<file path="src/rtl/booth_mul_seq.sv">
// Sequential 16x16 signed multiplier, one radix-4 Booth digit per cycle.
// Optional macro BOOTH_MUL_SEQ_EARLY_TERM_EN stops once all remaining digits are zero.
`timescale 1ns/1ps
module booth_mul_seq (
    input  logic        clk,
    input  logic        rst,
    input  logic        in_valid,
    output logic        in_ready,
    input  logic [15:0] a,
    input  logic [15:0] b,
    output logic        out_valid,
    input  logic        out_ready,
    output logic [31:0] product,
    output logic        busy
);

    localparam int unsigned OP_W   = 16;
    localparam int unsigned PROD_W = 32;
    localparam int unsigned CNT_W  = 3;

    typedef enum logic [1:0] {IDLE, CALC, DONE} state_t;

    state_t              state_q, state_d;
    logic [OP_W-1:0]     a_q, a_d;
    logic [OP_W-1:0]     b_q, b_d;
    logic [PROD_W-1:0]   acc_q, acc_d;
    logic [CNT_W-1:0]    cnt_q, cnt_d;

    logic [2:0]          code;
    logic [PROD_W-1:0]   a_ext;
    logic [PROD_W-1:0]   pp;
    logic                last_digit;
`ifdef BOOTH_MUL_SEQ_EARLY_TERM_EN
    logic [OP_W-1:0]     rest;
`endif

    // Booth recoding of the current digit and its weighted partial product
    always_comb begin
        a_ext = PROD_W'($signed(a_q));
        code  = 3'({b_q, 1'b0} >> {cnt_q, 1'b0});
        case (code)
            3'b001, 3'b010: pp = a_ext;
            3'b011:         pp = a_ext << 1;
            3'b100:         pp = -(a_ext << 1);
            3'b101, 3'b110: pp = -a_ext;
            default:        pp = '0;
        endcase
        pp = pp << {cnt_q, 1'b0};
    end

    // Last-digit detection; early exit when the unconsumed multiplier bits are pure sign
`ifdef BOOTH_MUL_SEQ_EARLY_TERM_EN
    always_comb begin
        rest       = $signed(b_q) >>> ({1'b0, cnt_q, 1'b0} + 5'd1);
        last_digit = (cnt_q == CNT_W'(7)) || (rest == '0) || (rest == '1);
    end
`else
    always_comb begin
        last_digit = (cnt_q == CNT_W'(7));
    end
`endif

    // Next-state and datapath update
    always_comb begin
        state_d = state_q;
        a_d     = a_q;
        b_d     = b_q;
        acc_d   = acc_q;
        cnt_d   = cnt_q;
        case (state_q)
            IDLE: begin
                if (in_valid) begin
                    a_d     = a;
                    b_d     = b;
                    acc_d   = '0;
                    cnt_d   = '0;
                    state_d = CALC;
                end
            end
            CALC: begin
                acc_d = acc_q + pp;
                cnt_d = cnt_q + CNT_W'(1);
                if (last_digit) begin
                    state_d = DONE;
                end
            end
            DONE: begin
                if (out_ready) begin
                    state_d = IDLE;
                end
            end
            default: state_d = IDLE;
        endcase
    end

    always_ff @(posedge clk) begin
        if (rst) begin
            state_q <= IDLE;
            a_q     <= '0;
            b_q     <= '0;
            acc_q   <= '0;
            cnt_q   <= '0;
        end else begin
            state_q <= state_d;
            a_q     <= a_d;
            b_q     <= b_d;
            acc_q   <= acc_d;
            cnt_q   <= cnt_d;
        end
    end

    assign in_ready  = (state_q == IDLE);
    assign out_valid = (state_q == DONE);
    assign busy      = (state_q != IDLE);
    assign product   = acc_q;

endmodule

</file>
<file path="config.mk">
export PLATFORM = sky130hd
export DESIGN_NAME = booth_mul_seq
export DESIGN_NICKNAME = d
export VERILOG_FILES = /design/src/rtl/booth_mul_seq.sv
export SDC_FILE = /design/constraint.sdc
export NUM_CORES = 1
export LEC_CHECK = 0
export BUFFER_PORTS_ARGS = -buffer_cell sky130_fd_sc_hd__buf_4
export CAP_MARGIN = 5
export CORE_MARGIN = 5
export CORE_UTILIZATION = 55
export DETAILED_ROUTE_END_ITERATION = 6
export PLACE_DENSITY = 0.73
export SYNTH_ARGS = -nofsm -noshare
export SYNTH_HDL_FRONTEND = slang
export SYNTH_SLANG_ARGS = --single-unit
</file>
<file path="constraint.sdc">
create_clock -name clk -period 6.5 [get_ports clk]
set_input_delay 0.65 -clock clk [delete_from_list [all_inputs] [get_ports clk]]
set_output_delay 0.65 -clock clk [all_outputs]
set_load 0.1 [all_outputs]
</file>
==> metrics.cfg <==
[timing]
hold_viol_final = 0
finalCritPeriodShare_pct = 90.8
finalSetupViolCount = 0
drv_slew = 0
tns_ns = 0
worstMarginPinSlew_ns = 1.17
period_needed_ns = 5.90
rsz0062_at_grt = false
skew_ns = 0.0125
slew_headroom_pct = 21.6
max_clock_freq_mhz = 169

[yosys]
ys_warn_count = 0
synth_cell_types = 72
yosysSeqAreaShare_pct = 22.9
synth_area_leader_cell = dfxtp_1
synth_edf_count = 0
synth_area_leaders = dfxtp_1, a21oi_1, nand2_1
ys_seq_elements = 69
syn_nets = 895
netlist.area_leader.share_pct = 22.9
yosys_most_used_dff = dfxtp_1
synth_cells = 819
synthArstFlopShare_pct = 0
synth_area_per_cell_um2 = 7.37
syn_area_um2 = 6040

[clock_network]
clock-root-buffer = clkbuf_8
cts_buffers = 9
clock_sinks = 69
htreeDepth = 3
cts.path.max_buffers = 2
clkTransAtPathRegs_ns = 0.08
cts_tree = done
insertion_delay_ns = 0.37
cts_setup_buffers = 0
postCtsHoldBufs = 0

[global_route]
grt_pass1_vias = 5789
grt.overflow.total = 0
antenna_found_initial = 0
grt_start_max_net_pins = 72
grt_usage_pct = 25.7
grt_pass1_wl_mm = 27.8

[critical_path]
cp.arrival_ns = 6.14
cp-end-kind = flip-flop
cp.required_ns = 6.74
critPathKind = flip-flop to flip-flop
path_max_fanout = 20
worstSetupStartpointType = flip-flop

[final_layout]
syn2layout_area_growth_pct = 12.2
drive_gt1_share_pct = 16.4
ff_latch_area_um2 = 1380
post-route-util_pct = 62.8
final_nets = 933
multiInputGateArea_um2 = 4350
diodes = 0
post-route-cell-area_um2 = 6770
nFillCells = 994

[detailed_routing]
via_count = 6119
first_pass_iters = 5
wl_per_cell_um = 16.7
viasPerCell = 6.11
drtIter0Drc = 476
wl_mm = 16.7
drcViolationCount = 0
drt.antenna.violating_nets = 0

[floorplanning]
dieArea_um2 = 13200
initial_core_util_pct = 55.9
io_pins = 71
rows = 38
die_w_um = 115
core_area_um2 = 10800
die_h_um = 115

[outcome]
status = finished clean

[hold_path]
min_path_type = flip-flop to flip-flop

[power]
p_leak_uw = 0.00303
power.density_nw_per_um2 = 193
ir_drop_v = 0.000154

[place]
place_area_um2 = 6590
place.gp.congestion = 0.954
hpwl_mm = 12.2
portBuffers = 70

[job]
cap_violations = 0

## state kept, by name (all words and copies together) (netlist names)
| name | cells |
|---|---|
| product | 32 |
| a_q | 16 |
| b_q | 16 |
| cnt_q | 3 |
| state_q | 2 |
## cell usage after synthesis (15+ instances only)
cell type	n
xor2_1	20
o21ai_0	35
a21oi_1	109
ha_1	39
clkbuf_1	39
mux2_2	15
a21o_1	19
xnor2_1	18
inv_1	16
nor2_1	57
mux2i_1	17
nor3_1	23
nand2_1	134
nand3_1	37
dfxtp_1	69
## kinds of logic (layout without fill, tap and decap cells)
group	Yosys count	count (layout)	share of synthesized area, %
compound gates	260	260	27.1
buf+inv	72	115	5.08
flops	69	69	22.9
mux	39	39	8.23
fa+ha+maj	40	40	8.41
xor+xnor	38	38	5.51
simple gates	301	301	22.8
## metal layers
metal / part of all wire (%) / routed length (um) / GRT usage, %
met5: 0 / 0 / 0
met4: 1.4 / 241 / 7.82
met3: 5.8 / 963 / 4.21
met2: 46 / 7760 / 42.5
met1: 46 / 7740 / 34.5
## repair_timing
item,4_1_cts,5_1_grt
endpoints found under the hold margin,0,0
endpoints found under the setup margin,0,6
resized for setup,0,2
## worst paths after layout
path | startpoint | to | slack (ns) | cells past startpoint
setup reg to reg | cnt_q[0] | product[31] | 0.60 | 21
hold reg to reg | b_q[14] | b_q[14] | 0.46 | 2
hold / removal | b_q[14] | b_q[14] | 0.46 | 2
setup / recovery | cnt_q[0] | product[31] | 0.60 | 21
## metrics by stage
step / instances / total power [uW] / hold slack (ns) / worst slack [ns]
6_report: 1002 / 1310 / 0.458 / 0.599
5_1_grt: 1002 / 1390 / 0.483 / 0.0768
4_1_cts: 1002 / 1310 / 0.461 / 0.299
3_5_place_dp: 986 / 974 / 0.449 / 0.375
3_3_place_gp: 986 / 967 / 0.444 / 0.486
2_1_floorplan: 819 / 861 / 0.433 / 1.63
## final cells by class
class | count | share of cell area (%)
Clock buffer | 10 | 2.03
Timing Repair Buffer | 82 | 9.09
Tap cell | 140 | 2.59
Clock inverter | 6 | 0.665
Multi-Input combinational cell | 678 | 64.3
Inverter | 17 | 0.942
Sequential cell | 69 | 20.4
## cells in the final DEF (no fill, tap or decap), types with 5 or more instances in the layout
master / Yosys / layout
o211ai_1: 6 / 6
xor2_1: 20 / 20
nor2b_1: 6 / 5
dfxtp_1: 69 / 68
o21a_1: 10 / 10
a221oi_1: 6 / 6
ha_1: 39 / 39
a21o_1: 19 / 19
mux4_2: 6 / 6
buf_4: 1 / 82
o32ai_1: 8 / 8
a21oi_1: 109 / 109
inv_1: 16 / 16
and3_1: 5 / 5
mux2_2: 15 / 15
mux2i_1: 17 / 17
nor2_1: 57 / 57
clkbuf_8: 0 / 10
a31oi_1: 14 / 14
nor3_1: 23 / 23
xnor2_1: 18 / 18
nand2_1: 134 / 133
and2_1: 5 / 5
nand3_1: 37 / 37
o21ai_0: 35 / 34
nand2b_1: 9 / 9
o21ai_1: 4 / 5
## worst max-delay path: stages (launching register included)
cell and delay, ns:
dfxtp_2 0.53, mux4_2 0.56, mux2_2 0.46, o21ai_1 0.16, xor2_1 0.23, o32ai_1 0.12, a221oi_1 0.65, mux2_2 0.33
nor2_1 0.05, a21oi_1 0.12, mux2i_1 0.12, ha_1 0.34, and2_1 0.20, nor3b_1 0.28, o2111ai_1 0.17, a41oi_1 0.28
o21ai_0 0.19, o21ai_1 0.34, o211a_1 0.24, a31o_2 0.18, o21bai_1 0.11, o311ai_1 0.10
## where the power goes
group / switching, uW / internal (uW) / leakage [uW] / total (uW)
sequential: 29.9 / 445 / 0.000563 / 475
combinational: 324 / 173 / 0.00237 / 498
clock: 185 / 151 / 0.0000970 / 337
(Power assumes the default switching activity.)
